### src/rtl/cpec_pkg.sv
// Shared CPEC constants and helpers, imported by the encoder and the bit packer.
package cpec_pkg;

    localparam int CPEC_MAX_BITS = 40;
    localparam int CPEC_SIZE_W   = 6;
    localparam int CPEC_FILL_W   = 7;

    localparam logic [1:0] ST_ACCEPT = 2'd0;
    localparam logic [1:0] ST_EMIT   = 2'd1;
    localparam logic [1:0] ST_TAIL   = 2'd2;

    typedef enum logic [1:0] {
        PK_ACCEPT = ST_ACCEPT,
        PK_EMIT   = ST_EMIT,
        PK_TAIL   = ST_TAIL
    } pk_state_e;

    // Field lengths beyond the widest CPEC field are treated as the widest field.
    function automatic logic [CPEC_SIZE_W-1:0] clamp_size(input logic [CPEC_SIZE_W-1:0] size);
        logic [CPEC_SIZE_W-1:0] max_size;
        max_size = CPEC_SIZE_W'(CPEC_MAX_BITS);
        return (size > max_size) ? max_size : size;
    endfunction

endpackage

### src/rtl/cpec_bit_packer_if.sv
// Field-in / word-out stream bundle of the CPEC bit packer.
interface cpec_bit_packer_if #(
    parameter int OUT_W = 16
) ();

    logic                                  in_valid;
    logic                                  in_ready;
    logic [cpec_pkg::CPEC_MAX_BITS-1:0]    in_data;
    logic [cpec_pkg::CPEC_SIZE_W-1:0]      in_size;
    logic                                  out_valid;
    logic                                  out_ready;
    logic [OUT_W-1:0]                      out_word;
    logic                                  out_last;

    modport master (
        output in_valid, in_data, in_size, out_ready,
        input  in_ready, out_valid, out_word, out_last
    );

    modport slave (
        input  in_valid, in_data, in_size, out_ready,
        output in_ready, out_valid, out_word, out_last
    );

endinterface

### src/rtl/cpec_field_aligner.sv
// Masks a right-aligned CPEC field to its length and places it just below the
// bits already held in the left-justified accumulator.
module cpec_field_aligner
    import cpec_pkg::*;
#(
    parameter int ACC_W = 56
) (
    input  logic [CPEC_MAX_BITS-1:0] data_i,
    input  logic [CPEC_SIZE_W-1:0]   size_i,
    input  logic [CPEC_FILL_W-1:0]   fill_i,
    output logic [CPEC_SIZE_W-1:0]   size_o,
    output logic [ACC_W-1:0]         field_o
);

    localparam int SH_W = 8;

    logic [CPEC_SIZE_W-1:0]   size_s;
    logic [CPEC_MAX_BITS-1:0] mask_s;
    logic [SH_W-1:0]          shift_s;
    logic [ACC_W-1:0]         ext_s;

    // Mask off bits at or above the field length, then left-justify under the fill.
    always_comb begin
        size_s  = clamp_size(size_i);
        mask_s  = {CPEC_MAX_BITS{1'b1}} >> (7'(CPEC_MAX_BITS) - {1'b0, size_s});
        ext_s   = ACC_W'(data_i & mask_s);
        // Only meaningful while fill < OUT_W; the result is unused otherwise.
        shift_s = SH_W'(ACC_W) - {1'b0, fill_i} - {2'b00, size_s};
        field_o = ext_s << shift_s;
        size_o  = size_s;
    end

endmodule

### src/rtl/cpec_bit_packer.sv
// Packs variable-length CPEC fields MSB-first into OUT_W-bit words; a flush
// drains the remainder as a zero-padded word tagged last.
module cpec_bit_packer
    import cpec_pkg::*;
#(
    parameter int OUT_W  = 16,
    parameter int MAX_IN = CPEC_MAX_BITS
) (
    input  logic              clk,
    input  logic              rst,
    input  logic              flush,
    output logic              busy,
    cpec_bit_packer_if.slave  bus
);

    localparam int                     ACC_W   = OUT_W + MAX_IN;
    localparam logic [CPEC_FILL_W-1:0] OUT_W_F = CPEC_FILL_W'(OUT_W);
    localparam logic [OUT_W-1:0]       ONES    = {OUT_W{1'b1}};

    pk_state_e              state_q, state_d;
    logic [ACC_W-1:0]       acc_q, acc_d;
    logic [CPEC_FILL_W-1:0] fill_q, fill_d;
    logic                   flush_q, flush_d;
    logic [OUT_W-1:0]       word_d;

    logic                   in_ready_q;
    logic                   out_valid_q;
    logic [OUT_W-1:0]       out_word_q;
    logic                   out_last_q;
    logic                   busy_q;

    logic                   accept_s;
    logic                   pop_s;
    logic [CPEC_SIZE_W-1:0] size_s;
    logic [ACC_W-1:0]       field_s;

    assign accept_s = bus.in_valid & in_ready_q;
    assign pop_s    = bus.out_ready & out_valid_q;

    cpec_field_aligner #(
        .ACC_W (ACC_W)
    ) u_aligner (
        .data_i  (bus.in_data),
        .size_i  (bus.in_size),
        .fill_i  (fill_q),
        .size_o  (size_s),
        .field_o (field_s)
    );

    // Next accumulator, fill, flush-pending and state; the state is always
    // re-derived from the new fill so an illegal encoding recovers in one cycle.
    always_comb begin
        acc_d   = acc_q;
        fill_d  = fill_q;
        flush_d = flush_q | flush;
        state_d = PK_ACCEPT;
        word_d  = '0;
        case (state_q)
            PK_ACCEPT: begin
                if (accept_s) begin
                    acc_d  = acc_q | field_s;
                    fill_d = fill_q + CPEC_FILL_W'(size_s);
                end else begin
                    acc_d  = acc_q;
                end
            end
            PK_EMIT: begin
                if (pop_s) begin
                    acc_d  = acc_q << OUT_W;
                    fill_d = fill_q - OUT_W_F;
                end else begin
                    acc_d  = acc_q;
                end
            end
            PK_TAIL: begin
                if (pop_s) begin
                    acc_d   = '0;
                    fill_d  = '0;
                    flush_d = 1'b0;
                end else begin
                    acc_d   = acc_q;
                end
            end
            default: begin
                acc_d   = '0;
                fill_d  = '0;
                flush_d = 1'b0;
            end
        endcase

        // Nothing left to drain: a pending flush retires without a word.
        flush_d = flush_d & (fill_d != '0);

        if (fill_d >= OUT_W_F) begin
            state_d = PK_EMIT;
        end else if (flush_d) begin
            state_d = PK_TAIL;
        end else begin
            state_d = PK_ACCEPT;
        end

        if (state_d == PK_TAIL) begin
            word_d = acc_d[ACC_W-1 -: OUT_W] & ~(ONES >> fill_d);
        end else begin
            word_d = acc_d[ACC_W-1 -: OUT_W];
        end
    end

    // State, datapath and registered handshake outputs.
    always_ff @(posedge clk) begin
        if (rst) begin
            state_q     <= PK_ACCEPT;
            acc_q       <= '0;
            fill_q      <= '0;
            flush_q     <= 1'b0;
            in_ready_q  <= 1'b0;
            out_valid_q <= 1'b0;
            out_word_q  <= '0;
            out_last_q  <= 1'b0;
            busy_q      <= 1'b0;
        end else begin
            state_q     <= state_d;
            acc_q       <= acc_d;
            fill_q      <= fill_d;
            flush_q     <= flush_d;
            in_ready_q  <= (state_d == PK_ACCEPT);
            out_valid_q <= (state_d != PK_ACCEPT);
            out_word_q  <= word_d;
            out_last_q  <= (state_d == PK_TAIL);
            busy_q      <= (fill_d != '0) | flush_d;
        end
    end

    assign bus.in_ready  = in_ready_q;
    assign bus.out_valid = out_valid_q;
    assign bus.out_word  = out_word_q;
    assign bus.out_last  = out_last_q;
    assign busy          = busy_q;

endmodule

### src/flat_wrapper.sv
// flat-port wrapper written by rule: the top's interface ports become plain ports
module cpec_bit_packer_flat import cpec_pkg::*;
#(
    parameter int OUT_W  = 16,
    parameter int MAX_IN = CPEC_MAX_BITS
)
  (clk, rst, flush, busy, bus_in_valid, bus_in_data, bus_in_size, bus_out_ready, bus_in_ready, bus_out_valid, bus_out_word, bus_out_last);
  cpec_bit_packer_if #(.OUT_W(OUT_W)) bus_i ();
  input  logic clk;
  input  logic rst;
  input  logic flush;
  output logic busy;
  input wire logic [$bits(bus_i.in_valid)-1:0] bus_in_valid;
  input wire logic [$bits(bus_i.in_data)-1:0] bus_in_data;
  input wire logic [$bits(bus_i.in_size)-1:0] bus_in_size;
  input wire logic [$bits(bus_i.out_ready)-1:0] bus_out_ready;
  output wire logic [$bits(bus_i.in_ready)-1:0] bus_in_ready;
  output wire logic [$bits(bus_i.out_valid)-1:0] bus_out_valid;
  output wire logic [$bits(bus_i.out_word)-1:0] bus_out_word;
  output wire logic [$bits(bus_i.out_last)-1:0] bus_out_last;
  assign bus_i.in_valid = bus_in_valid;
  assign bus_i.in_data = bus_in_data;
  assign bus_i.in_size = bus_in_size;
  assign bus_i.out_ready = bus_out_ready;
  assign bus_in_ready = bus_i.in_ready;
  assign bus_out_valid = bus_i.out_valid;
  assign bus_out_word = bus_i.out_word;
  assign bus_out_last = bus_i.out_last;
  cpec_bit_packer #(.OUT_W(OUT_W), .MAX_IN(MAX_IN)) u_core (.clk(clk), .rst(rst), .flush(flush), .busy(busy), .bus(bus_i));
endmodule
### config.mk
export PLATFORM = sky130hd
export DESIGN_NAME = cpec_bit_packer_flat
export DESIGN_NICKNAME = d
export VERILOG_FILES = /design/src/rtl/cpec_pkg.sv /design/src/rtl/cpec_bit_packer_if.sv /design/src/rtl/cpec_field_aligner.sv /design/src/rtl/cpec_bit_packer.sv /design/src/flat_wrapper.sv
export SDC_FILE = /design/constraint.sdc
export NUM_CORES = 1
export LEC_CHECK = 0
export BUFFER_PORTS_ARGS = -buffer_cell sky130_fd_sc_hd__buf_4
export CAP_MARGIN = 5
export CORE_MARGIN = 2
export CORE_UTILIZATION = 40
export DETAILED_ROUTE_END_ITERATION = 12
export PLACE_DENSITY = 0.69
export SYNTH_ARGS = -nofsm -noshare
export SYNTH_HDL_FRONTEND = slang
export SYNTH_SLANG_ARGS = --single-unit
### constraint.sdc
create_clock -name clk -period 4.5 [get_ports clk]
set_clock_uncertainty 0.15 [all_clocks]
set_input_delay 0.45 -clock clk [delete_from_list [all_inputs] [get_ports clk]]
set_output_delay 0.45 -clock clk [all_outputs]
set_load 0.005 [all_outputs]
# Word level (Yosys, flattened, before mapping)
# Cells that the tools add are included.
# op_classes
eq_ne,6
reduce_logical,6
n_addsub,5
n_bitwise,9
shifts,3
order_cmp,2
muxes,14
# op_table
cell,count
56-bit 2-to-1 mux,3
56-bit case mux with 3 select lines,1
56-bit OR,1
40-bit by 8-bit left shift with 56-bit output,1
40-bit AND,1
40-bit by 7-bit >> shifter with 40-bit output (first input constant),1
7-bit 2-to-1 mux,3
7-bit case mux with 3 select lines,1
16-bit AND,1
16-bit 2-to-1 mux,1
16-bit inverter,1
16-bit by 7-bit >> shifter with 16-bit output (first input constant),1
6-bit by 7-bit subtractor with 8-bit output (first input constant),1
8-bit by 6-bit subtractor with 8-bit output,1
7-bit by 6-bit adder with 7-bit output,1
7-bit by 5-bit >= comparator with 1-bit output (second input constant),1
7-bit nonzero test,1
6-bit by 6-bit subtractor with 7-bit output (first input constant),1
7-bit by 5-bit subtractor with 7-bit output (second input constant),1
6-bit > comparator (second input constant),1
6-bit 2-to-1 mux,1
2-bit by 1-bit inequality test with 1-bit output (second input constant),3
2-bit == test (second input constant),2
2-bit logical NOT,2
other kinds (9),13
# totals
ff_bits,86
wordCells,55
out_inout_bits,20

# Depth between registers and ports, before layout
# Gate-level depths: netlist (run 1).
# depth
ltp_word,11
mapped_depth,22

# Modules after synthesis
# From an unflattened synthesis (run 1), not the netlist that was laid out.
# unflattened
cells_unflattened,1210
area_unflattened_um2,8718.4
# by_module_without_submodules
mod,seq_area_each_um2,instances,area_each_um2,cells_each
cpec_field_aligner,0.0,1,4922.2,779
cpec_bit_packer,1701.6,1,3796.1,431

# Worst setup path after synthesis (run 1)
# No wires, ideal clock.
# synth_path
path_type,input to register
from,input port bus_in_size[3]
to,"register u_core.out_word_q[7], in the netlist u_core.bus.out_word[7]"
slack_ns,-0.308
arrival_time_ns,4.524
n_path_buf,3
stages,21
required_time_ns,4.216
path_cell_list,buf_2 > buf_1 > o21ai_0 > nand2_1 > inv_1 > ha_1 > inv_1 > ha_1 > inv_1 > fa_1 > nor2b_1 > o211ai_1 > a21boi_1 > or3_1 > clkbuf_1 > nor2_1 > nand2_1 > o221ai_1 > a211o_1 > a221oi_1 > a211oi_1
# synth_between
elab_chain_len,11
word_cells_on_any_way,23
classes_between,add/sub (3); order compare (2); eq/ne (1); shift (3); mux (8); bitwise (5); reduce/logical (1)
# synth_rtl
item,line,text
"start, declared",flat_wrapper.sv:15,input wire logic [$bits(bus_i.in_size)-1:0] bus_in_size;
6-bit > comparator,cpec_pkg.sv:22,return (size > max_size) ? max_size : size;
6-bit 2-to-1 mux *,cpec_pkg.sv:22,
6-bit by 6-bit subtractor with 7-bit output or 7-bit by 6-bit adder with 7-bit output (tied branches),"cpec_field_aligner.sv:25, cpec_bit_packer.sv:62",
40-bit by 7-bit >> shifter with 40-bit output or 7-bit 2-to-1 mux (tied branches),"cpec_field_aligner.sv:25, cpec_bit_packer.sv:60",
40-bit AND or 7-bit case mux with 3 select lines (tied branches),"cpec_field_aligner.sv:26, cpec_bit_packer.sv:58",
40-bit by 8-bit left shift with 56-bit output or 7-bit nonzero test (tied branches),"cpec_field_aligner.sv:29, cpec_bit_packer.sv:92",
56-bit OR or 1-bit AND (tied branches),"cpec_bit_packer.sv:61, cpec_bit_packer.sv:92",
56-bit 2-to-1 mux or 2-bit 2-to-1 mux (tied branches),"cpec_bit_packer.sv:60, cpec_bit_packer.sv:96",
56-bit case mux with 3 select lines or 2-bit 2-to-1 mux (tied branches),"cpec_bit_packer.sv:58, cpec_bit_packer.sv:94",
16-bit AND or 2-bit == test (tied branches),"cpec_bit_packer.sv:103, cpec_bit_packer.sv:102",
16-bit 2-to-1 mux *,cpec_bit_packer.sv:102,if (state_d == PK_TAIL) begin
"end signal, assigned",cpec_bit_packer.sv:128,out_word_q <= word_d;
"end, declared",cpec_bit_packer.sv:28,logic [OUT_W-1:0] out_word_q;
# Every way passes the cells marked *; elsewhere a longest branch is shown, timed or not. The select of a mux whose other input is x is not followed.
# A chain may end at the register's enable or synchronous reset.

# Final worst setup path (run 1)
# layout_path
from,input port bus_in_size[4]
to,"register u_core.out_word_q[14], in the netlist u_core.bus.out_word[14]"
# Same word-level chain as after synthesis.

==> flow_metrics.tcl, run 1 <==
set metrics [dict create \
    reg2reg_slack_ns 0.33 \
    leakagePower_nw 4.61 \
    synthTopCellsByArea "dfxtp_1 (19%), nor2_1 (5.5%), nand2_1 (5.3%)" \
    cp-startpoint "bus_in_size[4]" \
    min-delay-start "flush" \
    initial_core_util 0.404 \
    yosysWarnings 0 \
    placed_area_um2 10900 \
    hold_depth 3 \
    min_period_over_period 0.965 \
    syn_avg_cell_area_um2 7.15 \
    stdcell_area_um2 11200 \
    synth-edff-count 0 \
    vias 11129 \
    root_buffer "clkbuf_16" \
    drive_gt1_frac 0.248 \
    cts.clk_slew.worst_paths_ns 0.07 \
    ys_seq_area_frac 0.194 \
    max_freq_mhz 230 \
    end_kind "flop" \
    h-tree-depth 3 \
    synth_cell_types 99 \
    routabilityCongestion 1.05 \
    hpwlAfterDp_mm 33.4 \
    maxSlewHeadroom 0.294 \
    synth_top_area_share 0.194 \
    grt_pass1_wl_mm 64.1 \
    critPathLaunchType "primary input" \
    syn_area_um2 8760 \
    tightest_slew_ns 1.05 \
    grt_antenna_before_repair 0 \
    area_growth_pct 28.3 \
    vdd_drop_max_uv 210 \
    r2r-start "u_core.fill_q[0]" \
    cts_buffers 9 \
    cts_tree "built" \
    crit_arrival_ns 4.49 \
    r2r_end "u_core.bus.out_word[14]" \
    final_net_count 1494 \
    rsz0062_at_grt "no" \
    grt_overflow 0 \
    stdcell_count 1703 \
    setup_viol 0 \
    dieArea_um2 23100 \
    post-cts-setup-buffers 0 \
    avgRoutedWirePerCell_um 24.5 \
    grt.total_usage 0.352 \
    avgViaCountPerCell 6.53 \
    firstDrtPassIters 5 \
    syn_nets 1301 \
    grt_max_degree 62 \
    antenna_cells 0 \
    ios 71 \
    synth_seq_cells 85 \
    numPortBuffers 70 \
    fin_crit_ns 4.34 \
    hold_viol 0 \
    slew_viol_final 0 \
    synth_largest_area_cell "dfxtp_1" \
    antenna_left 0 \
    die_w_um 152 \
    crit_required_ns 4.65 \
    grt_pass1_vias 10741 \
    outcome "completed" \
    die_h_um 152 \
    clockBufferDepth 2 \
    rr_worst_depth 16 \
    rows 54 \
    core_area_um2 21700 \
    cp_max_fo 15 \
    worst-setup-path-type "primary input to flop" \
    postSynth.asyncResetShare 0 \
    maxCapViolCount 0 \
    synthCells 1225 \
    finalWirelength_mm 41.7 \
    worstHoldEndpoint "u_core.flush_q" \
    dp.cells 1687 \
    synth_flop_cell "dfxtp_1" \
    holdCritPathClass "primary input to flop" \
    drc_errors 0 \
    powerDensity_nw_per_um2 613 \
    worst_skew_pair.late_latency_ns 0.35 \
    drt_iter0_markers 1590 \
    clock-sinks 85 \
]
## report_power, final
group          total [W]  internal [W]  switching, W
Combinational    0.00513       0.00203       0.00310
Clock           0.000824      0.000490      0.000333
Sequential      0.000937      0.000860     0.0000775
## synthesized netlist by cell type (12+ instances only)
cell type	n
nor2b_1	15
mux2i_1	22
ha_1	23
inv_1	39
and3_1	17
a21oi_1	68
a31oi_1	14
o21a_1	16
clkbuf_1	71
a211oi_1	19
nand2_1	123
dfxtp_1	85
o32ai_1	12
nor3_1	36
o22ai_1	20
a21o_1	19
o31ai_1	14
nor2_1	129
nand3_1	41
o211ai_1	22
or3_1	18
nand2b_1	13
o21ai_0	77
a22oi_1	43
a211o_1	12
## metrics by stage
step	worst slack (ns)	TNS, ns	hold WS, ns	power [W]	util
3_5_place_dp	-0.133	-0.567	0.303	0.00589	0.503
5_1_grt	0.00670	0	0.349	0.00723	0.518
6_report	0.158	0	0.311	0.00689	0.518
4_1_cts	0.219	0	0.308	0.00672	0.517
2_1_floorplan	0.0111	0	0.276	0.00360	-
3_3_place_gp	-0.170	-0.351	0.295	0.00592	0.503
## layer usage
metal	up-vias	GRT usage	wire length, um
met3	88	0.0796	4310
met1	5334	0.488	17800
met2	638	0.545	18300
met5	-	0	0
met4	0	0.109	1270
li1	5069	-	-
## worst max-delay path, cell delays in order
cell	delay (ns)
buf_4	0.12
buf_4	0.18
a21o_1	0.19
ha_1	0.30
inv_1	0.05
ha_1	0.18
or2_2	0.31
o211a_1	0.24
o21ai_0	0.52
nand3_4	0.23
o41ai_1	0.56
buf_4	0.20
a2bb2oi_1	0.25
o211ai_1	0.14
nand3_1	0.13
o311a_1	0.27
o22a_1	0.17
## worst max path at each step
stage / end
floorplan: u_core.bus.out_word[9]
global placement: u_core.bus.out_word[4]
detailed placement: u_core.bus.out_word[11]
CTS: u_core.bus.out_word[11]
global route: u_core.bus.out_word[11]
finish: u_core.bus.out_word[14]
## cells by family after synthesis
kind of cell             after synthesis  share of synthesized area
AO/OA/AOI/OAI                        489                      0.411
XOR/XNOR                               4                    0.00400
adder cells (fa/ha/maj)               26                     0.0386
buffers and inverters                135                     0.0620
flip-flops                            85                      0.194
multiplexers                          35                     0.0449
AND/OR/NAND/NOR                      451                      0.245
## sequential cells by signal (all words and copies together) (netlist names)
name	cells
u_core.acc_q	56
u_core.bus.out_word	16
u_core.fill_q	7
u_core.state_q	2
u_core.bus.in_ready	1
u_core.bus.out_valid	1
u_core.busy	1
u_core.flush_q	1
## cell type report
type | instances | area (um2)
Clock buffer | 9 | 225
Clock inverter | 7 | 97.6
Fill cell | 2182 | 10500
Inverter | 41 | 154
Multi-Input combinational cell | 1005 | 6580
Sequential cell | 85 | 1700
Tap cell | 280 | 350
Timing Repair Buffer | 276 | 2130
## layout by cell type, fill, tap and decap left out, types with 15 or more instances in the layout
cell type,synthesis,final
nand2_1,123,123
nor3_1,36,36
o211ai_1,22,22
a211oi_1,19,19
o21ai_0,77,76
nand3_1,41,41
a22oi_1,43,43
ha_1,23,21
nor2_1,129,129
and3_1,17,17
or3_1,18,18
o21a_1,16,16
dfxtp_1,85,85
nor2b_1,15,15
buf_4,0,271
a21oi_1,68,68
mux2i_1,22,22
inv_1,39,39
o22ai_1,20,20
a21o_1,19,19
## timing repair
action	4_1_cts	5_1_grt
setup endpoints to repair	0	6
hold buffers	0	0
gates resized for setup	0	3
(Power assumes the default switching activity.)
==> inputs of run 2 (changes only) <==
==> constraint.sdc (replaced) <==
create_clock -name clk -period 4.5 [get_ports clk]
set_clock_uncertainty 0.15 [all_clocks]
set_input_delay 0.225 -clock clk [delete_from_list [all_inputs] [get_ports clk]]
set_output_delay 0.225 -clock clk [all_outputs]
set_load 0.005 [all_outputs]
==> flow_metrics.tcl, run 2 (synthesized netlist as in run 1, its figures left out) <==
set metrics [dict create \
    numPortBuffers 70 \
    seq_area_um2 1700 \
    cts_buffers 9 \
    crit_required_ns 4.64 \
    cts.clk_slew.worst_paths_ns 0.06 \
    final_net_count 1474 \
    fin_util 0.509 \
    worst_skew_pair.late_latency_ns 0.35 \
    core_area_um2 21700 \
    top_register "u_core.acc_q" \
    routabilityCongestion 1.03 \
    vias 11073 \
    antenna_cells 0 \
    fin_ws_ns 0.313 \
    largest_reg_flops 56 \
    critPathTopFamily "compound AO/OA/AOI/OAI gates" \
    min_period_over_period 0.930 \
    cts_hold_buf 0 \
    die_h_um 152 \
    max_freq_mhz 239 \
    drive_gt1_frac 0.237 \
    nFillCells 2166 \
    slowest_delay_ns 0.48 \
    final_cell_mix "buf_4 (253), nor2_1 (129), nand2_1 (123)" \
    holdCritPathClass "primary input to flop" \
    cp_common_cell "buf_4" \
    drt_iter0_markers 1702 \
    pre_cts_slack_ns -0.0684 \
    powerDensity_nw_per_um2 614 \
    worst-setup-path-type "primary input to flop" \
    critPathLaunchType "primary input" \
    firstDrtPassIters 6 \
    rsz0062_at_grt "no" \
    grt_antenna_before_repair 0 \
    tightest_slew_ns 1.17 \
    hold_viol 0 \
    hpwlAfterDp_mm 32.9 \
    h-tree-depth 3 \
    clock-sinks 85 \
    maxCapViolCount 0 \
    rows 54 \
    path_buf_inv 7 \
    end_kind "flop" \
    clockBufferDepth 2 \
    die_w_um 152 \
    grt.total_usage 0.346 \
    cp_max_fo 8 \
    cpMaxStageDelayCell "or3_1" \
    ios 71 \
    slew_viol_final 0 \
    avgViaCountPerCell 6.58 \
    grt_overflow 0 \
    whs_ns 0.0899 \
    layout_commonest_cell "buf_4" \
    crit_chain "buf_4, o21ai_0, buf_4, nand2_1, inv_1, ha_1, inv_1, ha_2, inv_1, fa_2, nor2b_1, buf_4, o211a_1, nor3_2, or3_1, buf_4, a221o_1, a21o_1, o2bb2ai_1, a311oi_2, a22oi_2, o21a_1" \
    area_growth_pct 26.1 \
    multi_input_area_um2 6580 \
    crit_arrival_ns 4.33 \
    setup_tns_ns 0 \
    grt_pass1_wl_mm 63.1 \
    setup_viol 0 \
    maxSlewHeadroom 0.209 \
    drc_errors 0 \
    fin_crit_ns 4.19 \
    cts_tree "built" \
    antenna_left 0 \
    leakagePower_nw 4.49 \
    reg2reg_slack_ns 0.34 \
    finalWirelength_mm 41.3 \
    grt_max_degree 73 \
    dieArea_um2 23100 \
    initial_core_util 0.404 \
    root_buffer "clkbuf_16" \
    outcome "completed" \
    avgRoutedWirePerCell_um 24.6 \
    vdd_drop_max_uv 233 \
    grt_pass1_vias 10482 \
]
==> run 2: cell count changes in the layout (fill, tap and decap cells not counted), sizes merged <==
cell / change
bufinv: -1
clkinvlp: +2
clkinv: -2
clkbuf: +1
buf: -20
==> run 2: final timing paths <==
path | startpoint | end | depth (start not counted)
max | bus_in_size[3] | u_core.bus.out_word[12] | 22
min | flush | u_core.flush_q | 3
max reg2reg | u_core.fill_q[1] | u_core.bus.out_word[12] | 17
min reg2reg | u_core.acc_q[11] | u_core.acc_q[11] | 1
==> run 2: layer usage <==
| layer | global-route usage | vias to the layer above | wire length (um) | share of wire |
|---|---|---|---|---|
| li1 | - | 5030 | - | - |
| met3 | 0.0799 | 123 | 4320 | 0.10 |
| met1 | 0.474 | 5254 | 17400 | 0.42 |
| met4 | 0.124 | 0 | 1720 | 0.042 |
| met2 | 0.531 | 666 | 17900 | 0.43 |
| met5 | 0 | - | 0 | 0 |
==> run 2: area by class of cell <==
cell class	count	share of cell area
clock buffers	10	0.0207
flip-flops and latches	85	0.154
multi-input cells	1005	0.596
inverters	41	0.0139
well taps	280	0.0317
clock inverters	6	0.00635
repair buffers	256	0.177
==> run 2: power by group <==
part | switching (W) | internal, W
sequential | 0.0000810 | 0.000860
clock | 0.000324 | 0.000434
combinational | 0.00310 | 0.00198
==> run 2: worst min-delay path: cells and delay by family <==
family                 cells  cell delay [ns]
AO/OA/AOI/OAI              1             0.12
AND/OR/NAND/NOR            1             0.12
buffers and inverters      1             0.08
==> run 2: metrics by stage <==
stage          area (um2)  instances  power (W)
2_1_floorplan        8760       1225    0.00359
3_3_place_gp        10700       1663    0.00582
3_5_place_dp        10700       1663    0.00578
4_1_cts             11000       1679    0.00655
5_1_grt             11000       1683    0.00712
6_report            11000       1683    0.00678
==> run 2: what timing repair did <==
action                                  4_1_cts  5_1_grt
endpoints found under the setup margin        0        7
resized for setup                             0        4
setup buffers                                 0        4
